$ cat src/rtl/demux_latch.sv
// demux_latch: registered 1-to-4 demultiplexer driven by a debounced button.
// A qualified press (btn_db rising) loads D into output Y[S].
// Optional build macro DEMUX_TOGGLE_EN: a write inverts Y[S] instead of loading D.
//
// Handshake: wr_stb is a valid-only, one-cycle strobe. It is high for the cycle
// after a write edge, and Y0..Y3/sel_q already hold the written values while it
// is high. There is no ready/back-pressure; a downstream consumer must sample
// on the strobe.
module demux_latch #(
  parameter int WIDTH      = 1,
  parameter int DEB_CYCLES = 4
) (
  input  logic             clk,
  input  logic             rst,
  input  logic [WIDTH-1:0] D,
  input  logic [1:0]       S,
  input  logic             btn,
  input  logic             clr,
  output logic [WIDTH-1:0] Y0,
  output logic [WIDTH-1:0] Y1,
  output logic [WIDTH-1:0] Y2,
  output logic [WIDTH-1:0] Y3,
  output logic             wr_stb,
  output logic [1:0]       sel_q
);

  logic             sync1;
  logic             btn_s;
  logic             btn_db;
  logic [7:0]       cnt;
  logic             mismatch;
  logic             flip;
  logic             write;
  logic [WIDTH-1:0] y_q [4];

  // The debounced level flips once btn_s has disagreed with it for DEB_CYCLES edges.
  assign mismatch = (btn_s != btn_db);
  assign flip     = mismatch && (cnt == 8'(DEB_CYCLES - 1));
  // Only a press (0->1 flip) writes; a release never does.
  assign write    = flip && !btn_db;

  // Two-flop synchroniser for the asynchronous button.
  always_ff @(posedge clk or negedge rst) begin
    if (!rst) begin
      sync1 <= 1'b0;
      btn_s <= 1'b0;
    end else begin
      sync1 <= btn;
      btn_s <= sync1;
    end
  end

  // Debounce counter and debounced level; clr deliberately does not touch these.
  always_ff @(posedge clk or negedge rst) begin
    if (!rst) begin
      btn_db <= 1'b0;
      cnt    <= 8'd0;
    end else if (!mismatch) begin
      cnt    <= 8'd0;
    end else if (flip) begin
      btn_db <= ~btn_db;
      cnt    <= 8'd0;
    end else begin
      cnt    <= cnt + 8'd1;
    end
  end

  // Output registers: clr wins over a coincident write, which is then dropped.
  always_ff @(posedge clk or negedge rst) begin
    if (!rst) begin
      for (int i = 0; i < 4; i++) y_q[i] <= '0;
      sel_q  <= 2'd0;
      wr_stb <= 1'b0;
    end else if (clr) begin
      for (int i = 0; i < 4; i++) y_q[i] <= '0;
      sel_q  <= 2'd0;
      wr_stb <= 1'b0;
    end else begin
      wr_stb <= write;
      if (write) begin
`ifdef DEMUX_TOGGLE_EN
        y_q[S] <= ~y_q[S];
`else
        y_q[S] <= D;
`endif
        sel_q  <= S;
      end
    end
  end

  assign Y0 = y_q[0];
  assign Y1 = y_q[1];
  assign Y2 = y_q[2];
  assign Y3 = y_q[3];

endmodule

$ cat config.mk
export PLATFORM = sky130hd
export DESIGN_NAME = demux_latch
export DESIGN_NICKNAME = d
export VERILOG_FILES = /design/src/rtl/demux_latch.sv
export SDC_FILE = /design/constraint.sdc
export NUM_CORES = 1
export LEC_CHECK = 0
export CORE_AREA = 2 2 58 60
export DETAILED_ROUTE_END_ITERATION = 8
export DIE_AREA = 0 0 60 62
export DONT_BUFFER_PORTS = 1
export SETUP_SLACK_MARGIN = 0.02
export SYNTH_ARGS = -nofsm -noshare
export SYNTH_HDL_FRONTEND = slang
export SYNTH_SLANG_ARGS = --single-unit
$ cat constraint.sdc
create_clock -name clk -period 2.05 [get_ports clk]
set_input_delay 0.3075 -clock clk [delete_from_list [all_inputs] [get_ports clk]]
set_output_delay 0.3075 -clock clk [all_outputs]
set_load 0.005 [all_outputs]
==> run summary, run 1 <==
The pre-CTS setup slack came out at 0.158 ns. The area fraction of the dominant cell type after synthesis came out at 52.5%. The flop and latch count out of synthesis was 18. The internal power of the cells totals 567 µW. For the number of global-route vias before repair, the log shows 597. The tools report the post-CTS setup buffer count as 0. The floorplan step defined a core boundary enclosing 0.00318 mm².

Summing all flip-flop and latch instances after layout gives 450 µm². The clock passes through at most 2 buffers. Counting flops with an async set or reset pin after synthesis yields a share of 100%. The kind of critical path is reg -> reg.

The summed instance area of the synthesized netlist was 858 µm². The power density of the placed cells was 831 mW/mm²; the die area was 0.00372 mm². The accumulated negative setup slack is 0 ns, and the overall routing resource usage is 8.92%.

The final weighted congestion of routability-driven global placement is 0.820, and the overall via count from detail_route is 622. STA puts the critical path data required time at 2.22 ns. The largest individual stage delay along the critical path comes from the cell sky130_fd_sc_hd__or4_4. The largest registers in the layout are cnt (8), sel_q (2). Headroom to the max-slew limit came out at 47.1%. The data arrival time of the critical path was 2.08 ns.

The slack of the critical path came out at 0.140 ns. The worst register-to-register path ends at Y3$_DFFE_PN0P_. Setup violations remaining at the end of the flow were counted as 0. The maximum fanout count along the critical path works out to 6. Setup repair after global routing left no endpoint under its margin.

The tree built by TritonCTS fans out to 18 sinks. Based on the critical path, the design can be clocked at up to 524 MHz. The number of H-tree levels is 1. In the final layout, the share of cells above drive strength 1 is 10.3%. On the worst path, the slowest cell contributes a delay of 0.54 ns.

The run gives 27.0% as the initial cell density of the core. The path with the worst hold slack has its endpoint at sync1$_DFF_PN0_. Of all cell types, the one taking the most synthesized area is sky130_fd_sc_hd__dfrtp_1. In the routed layout, each cell is associated on average with a via count of 4.68.

Gates resized during post-CTS repair numbered 0. The flow ran to the end, and the final reports show no timing, DRC or antenna violations. Number of synthesized flops with an enable pin: 0. Of the available clock period, the critical path in the final layout requires 93.1%.

Detailed placement ended at an HPWL of 1100 µm. Total power for the finished layout comes to 796 µW. For the pin with the worst max-slew slack, the measured transition is 0.790 ns.

The initialized floorplan defines 21 standard-cell rows. Wires add up to 1470 µm. The run gives 14 as the boundary pin count. The register with the highest flop count is cnt. The first global-routing pass estimated 2490 µm of wire.

The layout has 333 filler cells. The setup check on the worst reg-to-reg path leaves a slack of 0.14 ns. Once layout is complete, the utilization of the core stands at 30.1%.

The Yosys step of the flow raised 0 warnings. The count of input and output buffers was 0; the total overflow reported by the global router was 0. The library cell used most frequently in the layout, excluding fill and tap cells, is sky130_fd_sc_hd__dfrtp_1. Across the VDD grid, the largest voltage drop is 0.000175 V.

The CTS buffer count was 3; the clock insertion delay at the later pin of the skew report was 0.28 ns. The number of max-slew violations in the final report was 0. Along the worst hold path, the cell count comes to 0. The first detailed-routing pass took 4 iterations.

For this run, the register share of the synthesized area comes to 52.5%. In this run the remaining antenna-violating nets after routing total 0. The mean routed wirelength per cell came out at 11.0 µm. For this design the total switching power over the nets is 229 µW. The gate count after technology mapping is 82, and the number of antenna violations at the first check in global routing is 0.

The worst setup path is launched from a flip-flop. The number of hold violations in the final report came out at 0. After clock tree synthesis, the clock-pin slew on the worst setup and hold paths is 0.10 ns. The floorplan step set the die width to 60 µm. The floorplan step set the die height to 62 µm. Per report_power, the combinational group accounts for 20.8% of the total.

The analysis attributes to cell leakage a power of 0.410 nW. The critical path goes through ha_1, or3b_1, or4_4, mux2i_1. In the final layout, the multi-input gates occupy 374 µm². The repair_antennas step left the layout with diodes totalling 0. Between clock sinks in the finished design, the worst skew comes to 0.00340 ns. In the layout the commonest cells are sky130_fd_sc_hd__dfrtp_1, sky130_fd_sc_hd__nand4_1, sky130_fd_sc_hd__nor2_1, sky130_fd_sc_hd__nand2b_1. After synthesis, the cell types taking the most area are sky130_fd_sc_hd__dfrtp_1, sky130_fd_sc_hd__mux2i_1, sky130_fd_sc_hd__nand2b_1. In the routed design, unresolved DRC markers number 0. Hold timing on the final database bottoms out at a slack of 0.0388 ns. When the netlist entered floorplanning its net count stood at 90. For the worst flop-to-flop path, the logic depth is 4. Cell at the root of the clock tree: sky130_fd_sc_hd__clkbuf_4. The count of max-cap constraint violations is 0, and the final net count is 96. The smallest clock period supported by the final layout is computed as 1.91 ns. Worst hold-check path type: in -> reg. The maximum number of pins on one net before global-route repair is 19.

The number of distinct library cells after synthesis is 23, and the sequential share of power is 52.9%. The fraction of power spent switching nets was 28.8%. The register with the most flip-flops in the layout has 8 of them.

In this run the mean area of a mapped cell was 10.5 µm². The startpoint identified for the worst hold timing path is btn. The synthesis-to-finish area growth came out at 11.7%. TritonCTS built the clock tree. The worst register-to-register path begins at cnt[0]$_DFF_PN0_. The clock network is responsible for 26.3% of the overall power. In the synthesized netlist the dominant register cell turns out to be sky130_fd_sc_hd__dfrtp_1.

The run gives 31 as the number of DRC violations after detailed-routing iteration 0. Kind of capture point of the worst setup path: a flip-flop.
-- kinds of logic after synthesis --
family                     share of synthesized area [%]
AOI/OAI and AO/OA                                   7.73
xor gates and xnor gates                            3.06
adders and majority gates                           1.46
buffers and inverters                               3.94
DFF                                                 52.5
muxes                                               4.66
and+or+nand+nor                                     26.7
-- cells in the mapped netlist, types with 2 or more instances --
cell type	count
sky130_fd_sc_hd__a21oi_1	5
sky130_fd_sc_hd__buf_6	2
sky130_fd_sc_hd__dfrtp_1	18
sky130_fd_sc_hd__inv_1	2
sky130_fd_sc_hd__mux2i_1	4
sky130_fd_sc_hd__nand2_1	3
sky130_fd_sc_hd__nand2b_1	6
sky130_fd_sc_hd__nand3_1	5
sky130_fd_sc_hd__nand4_1	6
sky130_fd_sc_hd__nor2_1	6
sky130_fd_sc_hd__nor2b_1	4
sky130_fd_sc_hd__nor4_1	2
sky130_fd_sc_hd__o21ai_0	4
sky130_fd_sc_hd__o31ai_1	2
sky130_fd_sc_hd__or3_1	3
sky130_fd_sc_hd__or4_4	2
sky130_fd_sc_hd__xor2_1	2
-- timing repair --
action | 4_1_cts | 5_1_grt
hold buffers | 1 | 0
endpoints found under the setup margin | 0 | 0
hold endpoints to repair | 18 | 0
-- critical path: cells and delay by family (launching register included) --
kind,cells,cell delay [ns]
and+or+nand+nor,2,0.99
adders and majority gates,1,0.26
muxes,1,0.13
DFF,1,0.42
-- area by class of cell --
cell class	count	area share [%]
clock buffer	4	3.79
inverter	2	0.783
multi-input combinational	59	39.0
sequential	18	47.0
tap	46	6.01
timing repair buffer	4	3.39
-- power groups by stage --
stage,Combinational (mW),Sequential [mW],Clock (mW)
final,0.166,0.421,0.210
after global routing,0.194,0.430,0.241
after CTS,0.168,0.421,0.222
after detailed placement,0.158,0.429,0
after global placement,0.159,0.426,0
after floorplan,0.135,0.417,0
-- worst max-delay path by stage --
stage	end	slack, ns	from	cells past startpoint
floorplan	Y3$_DFFE_PN0P_	0.18	cnt[2]$_DFF_PN0_	5
global placement	Y3$_DFFE_PN0P_	0.19	cnt[0]$_DFF_PN0_	4
detailed placement	Y3$_DFFE_PN0P_	0.16	cnt[0]$_DFF_PN0_	4
CTS	Y3$_DFFE_PN0P_	0.14	cnt[0]$_DFF_PN0_	4
global route	Y3$_DFFE_PN0P_	0.04	cnt[0]$_DFF_PN0_	4
finish	Y3$_DFFE_PN0P_	0.14	cnt[0]$_DFF_PN0_	4
-- through the flow --
step	std cells	instance area, µm²
detailed placement	128	912
finish	133	958
global placement	128	912
floorplan	82	858
global route	133	958
CTS	133	958
-- metal layers --
metal  vias to the layer above  track usage, %  wire length, µm
met2                        15            14.8              720
met3                         2            2.90               71
met5                         -               0                0
met4                         0            4.76               14
met1                       304            10.3              662
li1                        301               -                -
Power figures use the tool's default switching activity.
==> run 2: changes to the inputs <==
--- a/config.mk
+++ b/config.mk
@@ -9,7 +9,7 @@
 export DETAILED_ROUTE_END_ITERATION = 8
 export DIE_AREA = 0 0 60 62
 export DONT_BUFFER_PORTS = 1
-export SETUP_SLACK_MARGIN = 0.02
+export SETUP_SLACK_MARGIN = 0.3
 export SYNTH_ARGS = -nofsm -noshare
 export SYNTH_HDL_FRONTEND = slang
 export SYNTH_SLANG_ARGS = --single-unit
==> run 2 against run 1 <==
Net effect:
- combinational power increased by 37%
- fmax increased by 10%
- final cell count increased by 3.0%
- global-route usage increased by 0.099 points
- wire length increased by 5.0%
- die area unchanged
- clock power decreased by 20%
- via count unchanged
- sequential share of layout area decreased by 1.4 points
- cell area increased by 3.0%
- largest power group unchanged
- highest routed layer unchanged
==> run summary, run 2 (synthesized netlist as in run 1, its figures left out) <==
For this run, the post-layout net count is 101. The first global-routing pass estimated 2490 µm of wire. The initial utilization of the core area, before any placement, comes to 27.0%.

The kind of capture point of the worst setup path was a flip-flop. Clock tree synthesis found a total of 18 sinks. The startpoint identified for the worst register-to-register timing path is cnt[0]$_DFF_PN0_. The number of cells on the worst reg-to-reg path is 4. From synthesis to final layout, the design area changed by 15.0%. The height of the chip was 62 µm. The flow ran to the end, and the final reports show no timing, DRC or antenna violations. After floorplanning, the core was divided into 21 placement rows.

For the pin with the worst max-slew slack, the measured transition is 0.769 ns. The boundary pin count came out at 14. Summed over all layers, the routed wires come to 1540 µm.

The detailed-placement wirelength estimate is 1110 µm. Setup repair after global routing could not meet its margin everywhere. The number of flip-flops under the largest register name is 8, and the power density of the placed cells is 814 mW/mm². The number of H-tree levels is 1, and the highest achievable clock rate is 577 MHz. The endpoint identified for the worst register-to-register timing path is Y3$_DFFE_PN0P_. Number of global-route vias before repair: 585. The analysis attributes to cell leakage a power of 0.430 nW. The startpoint identified for the worst hold timing path is btn. The time the final worst path needs with I/O delays and setup is 1.73 ns. For the count of max-cap constraint violations, the log shows 0. For the worst setup path, the data arrival time is 1.91 ns. For this run, design rule violations remaining after detail routing come to 0. Counting flops per register, the top entry is cnt.

The largest clock skew in the final design came out at 0.00797 ns. Element type at the critical path start: a flip-flop. The run gives 0 as the number of antenna violations at the first check in global routing. For the setup slack of the worst register-to-register path, the log shows 0.32 ns.

Routability-driven placement finished with a final weighted congestion of 0.783. For this run, the detailed router's first-pass iteration total came to 4. The die covers 0.00372 mm². The maximum number of pins on one net before global-route repair is 19, and the worst slew margin relative to its limit is 48.5%. Summed over all layers, the global routing overflow is 0. The clock insertion delay at the later pin of the skew report was 0.29 ns; the maximum fanout count along the critical path was 6. In the layout the commonest cells are sky130_fd_sc_hd__dfrtp_1, sky130_fd_sc_hd__buf_4, sky130_fd_sc_hd__nand4_1, sky130_fd_sc_hd__nor2_1, sky130_fd_sc_hd__nand2b_1.

The placed instances occupy a cell area of 922 µm². After detailed routing, the number of vias per cell comes to 4.54. The critical path is of the reg -> reg type.

The count of input and output buffers is 0, and the CTS buffer count is 3. The largest registers in the layout are cnt (8), sel_q (2). Largest voltage drop on the vdd net: 0.000226 V.

0 antenna diodes ended up in the layout. The path with the worst hold slack has its endpoint at sync1$_DFF_PN0_. The worst path uses 84.5% of the clock period. The number of buffers on the longest clock path is 2, and the clock transition at the registers of the reported paths is 0.10 ns. The cell area after layout was 987 µm².

The routed layout has 622 vias. The worst hold-check path type was in -> reg. TritonCTS built the clock tree. Cells fill 31.1% of the core in the end. Along the worst hold path, the cell count comes to 0. Measured along the x axis, the die boundary spans 60 µm. The number of fill cells was 324; the accumulated negative setup slack was 0 ns. The count of final setup violators came out at 0.

For the number of hold violations in the final report, the log shows 0. The mean routed wirelength per cell works out to 11.3 µm. In the global route stage, overall resource usage came out at 9.02%.

The detail route stage leaves a number of antenna-violating nets equal to 0. The most common cell after layout, fill and taps aside was sky130_fd_sc_hd__dfrtp_1. The region available for standard cell placement spans 0.00318 mm². The number of DRC violations after detailed-routing iteration 0 came out at 61. The post-route netlist has 16.5% of its cells at a drive strength greater than 1. The completed layout was analyzed and its total power is 804 µW. The run gives 2.23 ns as the required time of the critical path. The tools report the cell at the root of the clock tree as sky130_fd_sc_hd__clkbuf_4. The number of max-slew violations in the final report is 0.
-- run 2: where the power goes --
group	internal [mW]	switching, mW
combinational	0.109	0.120
sequential	0.387	0.0207
clock	0.0682	0.0994
-- run 2: worst max path at each step --
stage	end	startpoint	cells past startpoint	slack (ns)
floorplan	Y3$_DFFE_PN0P_	cnt[0]$_DFF_PN0_	5	0.23
global placement	Y3$_DFFE_PN0P_	cnt[0]$_DFF_PN0_	4	0.21
detailed placement	Y3$_DFFE_PN0P_	cnt[0]$_DFF_PN0_	4	0.18
CTS	Y3$_DFFE_PN0P_	cnt[0]$_DFF_PN0_	4	0.33
global route	Y3$_DFFE_PN0P_	cnt[0]$_DFF_PN0_	4	0.28
finish	Y3$_DFFE_PN0P_	cnt[0]$_DFF_PN0_	4	0.32
-- run 2: cell type report --
cell class              count  area [µm²]  area share, %
clock buffers               3        22.5           2.28
inverters                   2        7.51          0.760
multi-input cells          59         379           38.4
flip-flops and latches     18         450           45.6
well taps                  46        57.6           5.83
repair buffers              9        70.1           7.10
-- run 2: layer usage --
metal,share of wire [%],track usage [%],up-vias
met5,0,0,-
met4,0.52,3.81,0
met3,5.3,2.07,2
met2,52,15.7,17
met1,42,10.7,289
li1,-,-,314
-- run 2: through the flow --
stage	setup WS [ns]	instances	hold WS [ns]
floorplan	0.230	82	0.0119
global placement	0.207	129	0.0123
detailed placement	0.183	129	0.0123
CTS	0.329	136	0.0387
global route	0.282	137	0.0272
finish	0.317	137	0.0463
-- run 2: critical path, stage by stage (launching register included) --
cell and delay [ns]:
sky130_fd_sc_hd__dfrtp_1 0.38, sky130_fd_sc_hd__ha_2 0.18, sky130_fd_sc_hd__or3b_4 0.41, sky130_fd_sc_hd__or4_4 0.53, sky130_fd_sc_hd__mux2i_1 0.13
-- run 2: what timing repair did --
item / 4_1_cts / 5_1_grt
endpoints found under the setup margin: 1 / 1
setup buffers: 3 / 1
gates resized for setup: 1 / 0
hold buffers: 1 / 0
pin swaps: 1 / 0
endpoints found under the hold margin: 18 / 0
